`src/rtl/mem_arbiter.sv`:
```
// Arbitrates one fixed-latency single-port RAM between instruction fetch and data access.
// Data wins ties, but never twice in a row while a fetch is waiting.
module mem_arbiter #(
    parameter int RAM_LAT = 2
) (
    input  logic        CLK,
    input  logic        nRST,
    input  logic        iREN,
    input  logic [31:0] iaddr,
    output logic        iwait,
    output logic [31:0] iload,
    input  logic        dREN,
    input  logic        dWEN,
    input  logic [31:0] daddr,
    input  logic [31:0] dstore,
    output logic        dwait,
    output logic [31:0] dload,
    output logic        ramREN,
    output logic        ramWEN,
    output logic [31:0] ramaddr,
    output logic [31:0] ramstore,
    input  logic [31:0] ramload
);

    typedef enum logic [1:0] {
        IDLE = 2'd0,
        IACC = 2'd1,
        DACC = 2'd2
    } state_t;

    localparam logic [3:0] LAST = 4'(RAM_LAT - 1);

    state_t      r_state;
    logic [3:0]  r_cnt;
    logic        r_last_d;
    logic [31:0] r_addr;
    logic [31:0] r_store;
    logic        r_ren;
    logic        r_wen;

    logic w_dreq;
    logic w_gnt_d;
    logic w_gnt_i;
    logic w_busy;
    logic w_done;

    assign w_dreq  = dREN | dWEN;
    assign w_gnt_d = w_dreq & ~(iREN & r_last_d);
    assign w_gnt_i = iREN & ~w_gnt_d;
    assign w_busy  = (r_state != IDLE);
    assign w_done  = w_busy && (r_cnt == LAST);

    always_ff @(posedge CLK or negedge nRST) begin
        if (!nRST) begin
            r_state  <= IDLE;
            r_cnt    <= 4'd0;
            r_last_d <= 1'b0;
            r_addr   <= 32'd0;
            r_store  <= 32'd0;
            r_ren    <= 1'b0;
            r_wen    <= 1'b0;
        end else begin
            unique case (r_state)
                IDLE: begin
                    r_cnt <= 4'd0;
                    if (w_gnt_d) begin
                        r_state  <= DACC;
                        r_addr   <= daddr;
                        r_store  <= dWEN ? dstore : 32'd0;
                        r_ren    <= dREN;
                        r_wen    <= dWEN;
                        r_last_d <= 1'b1;
                    end else if (w_gnt_i) begin
                        r_state  <= IACC;
                        r_addr   <= iaddr;
                        r_store  <= 32'd0;
                        r_ren    <= 1'b1;
                        r_wen    <= 1'b0;
                        r_last_d <= 1'b0;
                    end
                end
                IACC, DACC: begin
                    // completion returns to IDLE for the mandatory turnaround cycle
                    if (w_done) begin
                        r_state <= IDLE;
                        r_cnt   <= 4'd0;
                    end else begin
                        r_cnt <= r_cnt + 4'd1;
                    end
                end
                default: begin
                    r_state <= IDLE;
                    r_cnt   <= 4'd0;
                end
            endcase
        end
    end

    assign ramREN   = w_busy & r_ren;
    assign ramWEN   = w_busy & r_wen;
    assign ramaddr  = w_busy ? r_addr : 32'd0;
    assign ramstore = w_busy ? r_store : 32'd0;

    assign iwait = ~(w_done && (r_state == IACC));
    assign dwait = ~(w_done && (r_state == DACC));
    assign iload = (w_done && (r_state == IACC)) ? ramload : 32'd0;
    assign dload = (w_done && (r_state == DACC) && r_ren) ? ramload : 32'd0;

endmodule
```
`config.mk`:
```
export PLATFORM = sky130hd
export DESIGN_NAME = mem_arbiter
export DESIGN_NICKNAME = d
export VERILOG_FILES = /design/src/rtl/mem_arbiter.sv
export SDC_FILE = /design/constraint.sdc
export NUM_CORES = 1
export LEC_CHECK = 0
export ABC_AREA = 1
export BUFFER_PORTS_ARGS = -buffer_cell sky130_fd_sc_hd__buf_2
export CORE_ASPECT_RATIO = 1.1
export CORE_MARGIN = 4
export CORE_UTILIZATION = 30
export CTS_CLUSTER_DIAMETER = 80
export CTS_CLUSTER_SIZE = 30
export DETAILED_ROUTE_END_ITERATION = 10
export PLACE_DENSITY = 0.64
export SLEW_MARGIN = 20
export SYNTH_ARGS = -nofsm -noshare
export SYNTH_HDL_FRONTEND = slang
export SYNTH_SLANG_ARGS = --single-unit
```
`constraint.sdc`:
```
create_clock -name CLK -period 2.01 [get_ports CLK]
set_input_delay 0.201 -clock CLK [delete_from_list [all_inputs] [get_ports CLK]]
set_output_delay 0.201 -clock CLK [all_outputs]
set_load 0.02 [all_outputs]
```
==> impl_metrics.yaml <==
hold_path:
  hp-start: "dstore[6]"
  min_to: "r_store[6]"
  hp-class: "in -> reg"
  hold-path-cell-count: 3
setup_path:
  rrSetupSlack_ps: 150
  end_kind: "output port"
  r2r-start: "r_state[1]"
  path_class: "reg -> out"
  cp.arrival_ps: 1790
  worst_r2r_path_depth: 8
  required_ps: 1810
  critPathMaxFanout: 12
  crit_path_start_kind: "flip-flop"
  r2r-end: "r_store[26]"
die:
  die_h_um: 134
  core_area_um2: 14000
  start_util_pct: 31.0
  ios: 265
  die-area_um2: 16500
  row_count: 45
  die_x_um: 123
logic_synthesis:
  ys_seq_elements: 73
  syn-instance-count: 679
  avgSynthCellArea_um2: 6.41
  syn-num-nets: 817
  synth_cell_types: 21
  synth-seq-area-share_pct: 42.0
  synth_area_um2: 4350
  synth_warnings: 0
cts:
  clk_path_buf_depth: 2
  cts_made_buffers: 9
  htree_levels: 3
  cts_tree: "done"
  clk_pin_slew_ps: 60
  cts-root-buf: "clkbuf_16"
  clk_latency_ps: 330
  clock-sinks: 73
grt:
  overflow: 0
  gr-usage-all-layers_pct: 16.2
  antenna_found_initial: 1
  grt_pass1_wl_um: 21600
  grt_max_degree: 70
  grt_pass1_vias: 4558
route:
  vias: 4870
  firstDrtPassIters: 4
  met3_length_um: 1130
  routed_via_density: 4.32
  wl_met2_um: 7170
  wire_per_inst_um: 12.6
  antenna_left: 0
  drt_iter0_markers: 335
  wl_met1_um: 5710
  wl_um: 14200
  highest_layer: "met5"
  drc: 0
timing:
  worstMarginPinSlew_ps: 649
  tns_ps: 0
  hold-worst-slack_ps: 93.2
  setup_viol: 0
  hold_viol_final: 0
  fin_crit_ps: 1990
  post-route-period-util_pct: 98.8
  slew_viol_final: 0
  maxSlewHeadroom_pct: 56.7
  rsz0062_at_grt: "true"
  finClkSkew_ps: 10.6
  fmax_mhz: 503
finish:
  area_growth_pct: 46.0
  layout-drive-gt1-share_pct: 33.8
  nets: 1072
  final_core_util_pct: 45.3
  antennaDiodeCount: 0
power_and_ir_drop:
  finalPower_mw: 7.85
  p_leak_nw: 4.02
  pwr_density_cell_nw_per_um2: 1240
  ir_drop_mv: 0.567
place:
  dp_hpwl_um: 10200
  gp_congestion: 0.768
  io_buffers: 264
outcome:
  status: "finished clean"
flow_run:
  drv_cap: 0
[synth_stat cells]
cell        n  share of area (%)
buf_2      19                2.2
o21ai_2     1               0.20
nand2_1   236                 20
o21ai_0     3               0.35
nor2_2      1               0.14
nand2_4     2               0.52
buf_6       4                1.0
buf_1       6               0.52
inv_1     106                9.1
ha_1        5                1.4
xor2_1      1               0.20
xnor2_1     1               0.20
dfrtp_1    73                 42
clkbuf_1    8               0.69
inv_2       1              0.086
nand3_1    70                8.1
nor2_1    136                 12
nand4_1     1               0.14
a21oi_2     1               0.20
buf_4       3               0.52
nor2_4      1               0.26
[how the worst max path moves through the flow]
stage                          start          end  slack, ps  cells past startpoint
after floorplan           r_state[0]    iload[22]        240                      7
after global placement    r_state[0]   r_state[1]        150                      8
after detailed placement  r_state[1]  r_store[19]         90                      8
after CTS                 r_state[1]    dload[15]        -20                      7
after global routing      r_state[1]    dload[24]        -80                      8
final                       r_cnt[1]     dload[6]         20                      9
[registers in the layout, indices dropped and copies added (netlist names)]
register / cells
r_store: 32
r_state: 2
r_last_d: 1
r_addr: 32
r_ren: 1
r_cnt: 4
r_wen: 1
[cell usage in the layout (no fill, tap or decap), drive strengths merged]
master and instances:
xnor2 1, ha 5, clkinv 3, dlygate4sd3 1
xor2 1, o21ai 4, a21oi 1, buf 283
nor2 138, dfrtp 73, nand2 238, inv 108
clkbuf 11, clkinvlp 1, nand3 70, nand4 1
[layout make-up]
| type | count | area (um^2) |
|---|---|---|
| multi-input cells | 459 | 1960 |
| clock inverters | 5 | 38.8 |
| inverters | 107 | 402 |
| repair buffers | 284 | 1640 |
| fillers | 1506 | 7670 |
| clock buffers | 11 | 243 |
| flip-flops and latches | 73 | 1830 |
| well taps | 188 | 235 |
[kinds of logic after synthesis]
logic type	Yosys count	synth area share [%]
XOR/XNOR	2	0.403
buffers and inverters	147	14.2
AND/OR/NAND/NOR	447	41.2
AO/OA/AOI/OAI	5	0.748
flip-flops	73	42.0
adder cells (fa/ha/maj)	5	1.44
[layer usage]
layer,vias up,GRT usage [%]
met1,2188,18.8
met4,2,3.80
li1,2497,-
met2,171,29.6
met3,12,4.13
met5,-,0
[timing repair]
action / 4_1_cts / 5_1_grt
endpoints found under the setup margin: 25 / 98
hold buffers: 1 / 0
gates cloned: 0 / 1
hold endpoints to repair: 47 / 0
buffers inserted: 0 / 5
gates resized for setup: 1 / 61
pin swaps: 0 / 2
[power breakdown]
part           switching [mW]  leakage, nW  internal (mW)  total [mW]
Sequential              0.313        0.938           2.08        2.39
Clock                   0.619        0.136          0.876        1.49
Combinational            2.65         2.94           1.31        3.96
Total                    3.58         4.02           4.27        7.85
[through the flow]
step           setup slack [ps]  instances  area, um^2
2_1_floorplan               242        679        4350
3_3_place_gp                151       1104        5840
3_5_place_dp               89.2       1104        5840
4_1_cts                   -16.6       1121        6130
5_1_grt                   -81.8       1127        6350
6_report                   23.3       1127        6350
[critical path: stages, from the launching register on]
cell	delay (ps)
dfrtp_1	390
inv_1	60
ha_2	170
inv_2	40
nor2_4	130
nand4_1	120
buf_6	160
buf_6	140
nor2_1	110
buf_4	150
No activity file was read; power rests on OpenSTA's default activity.
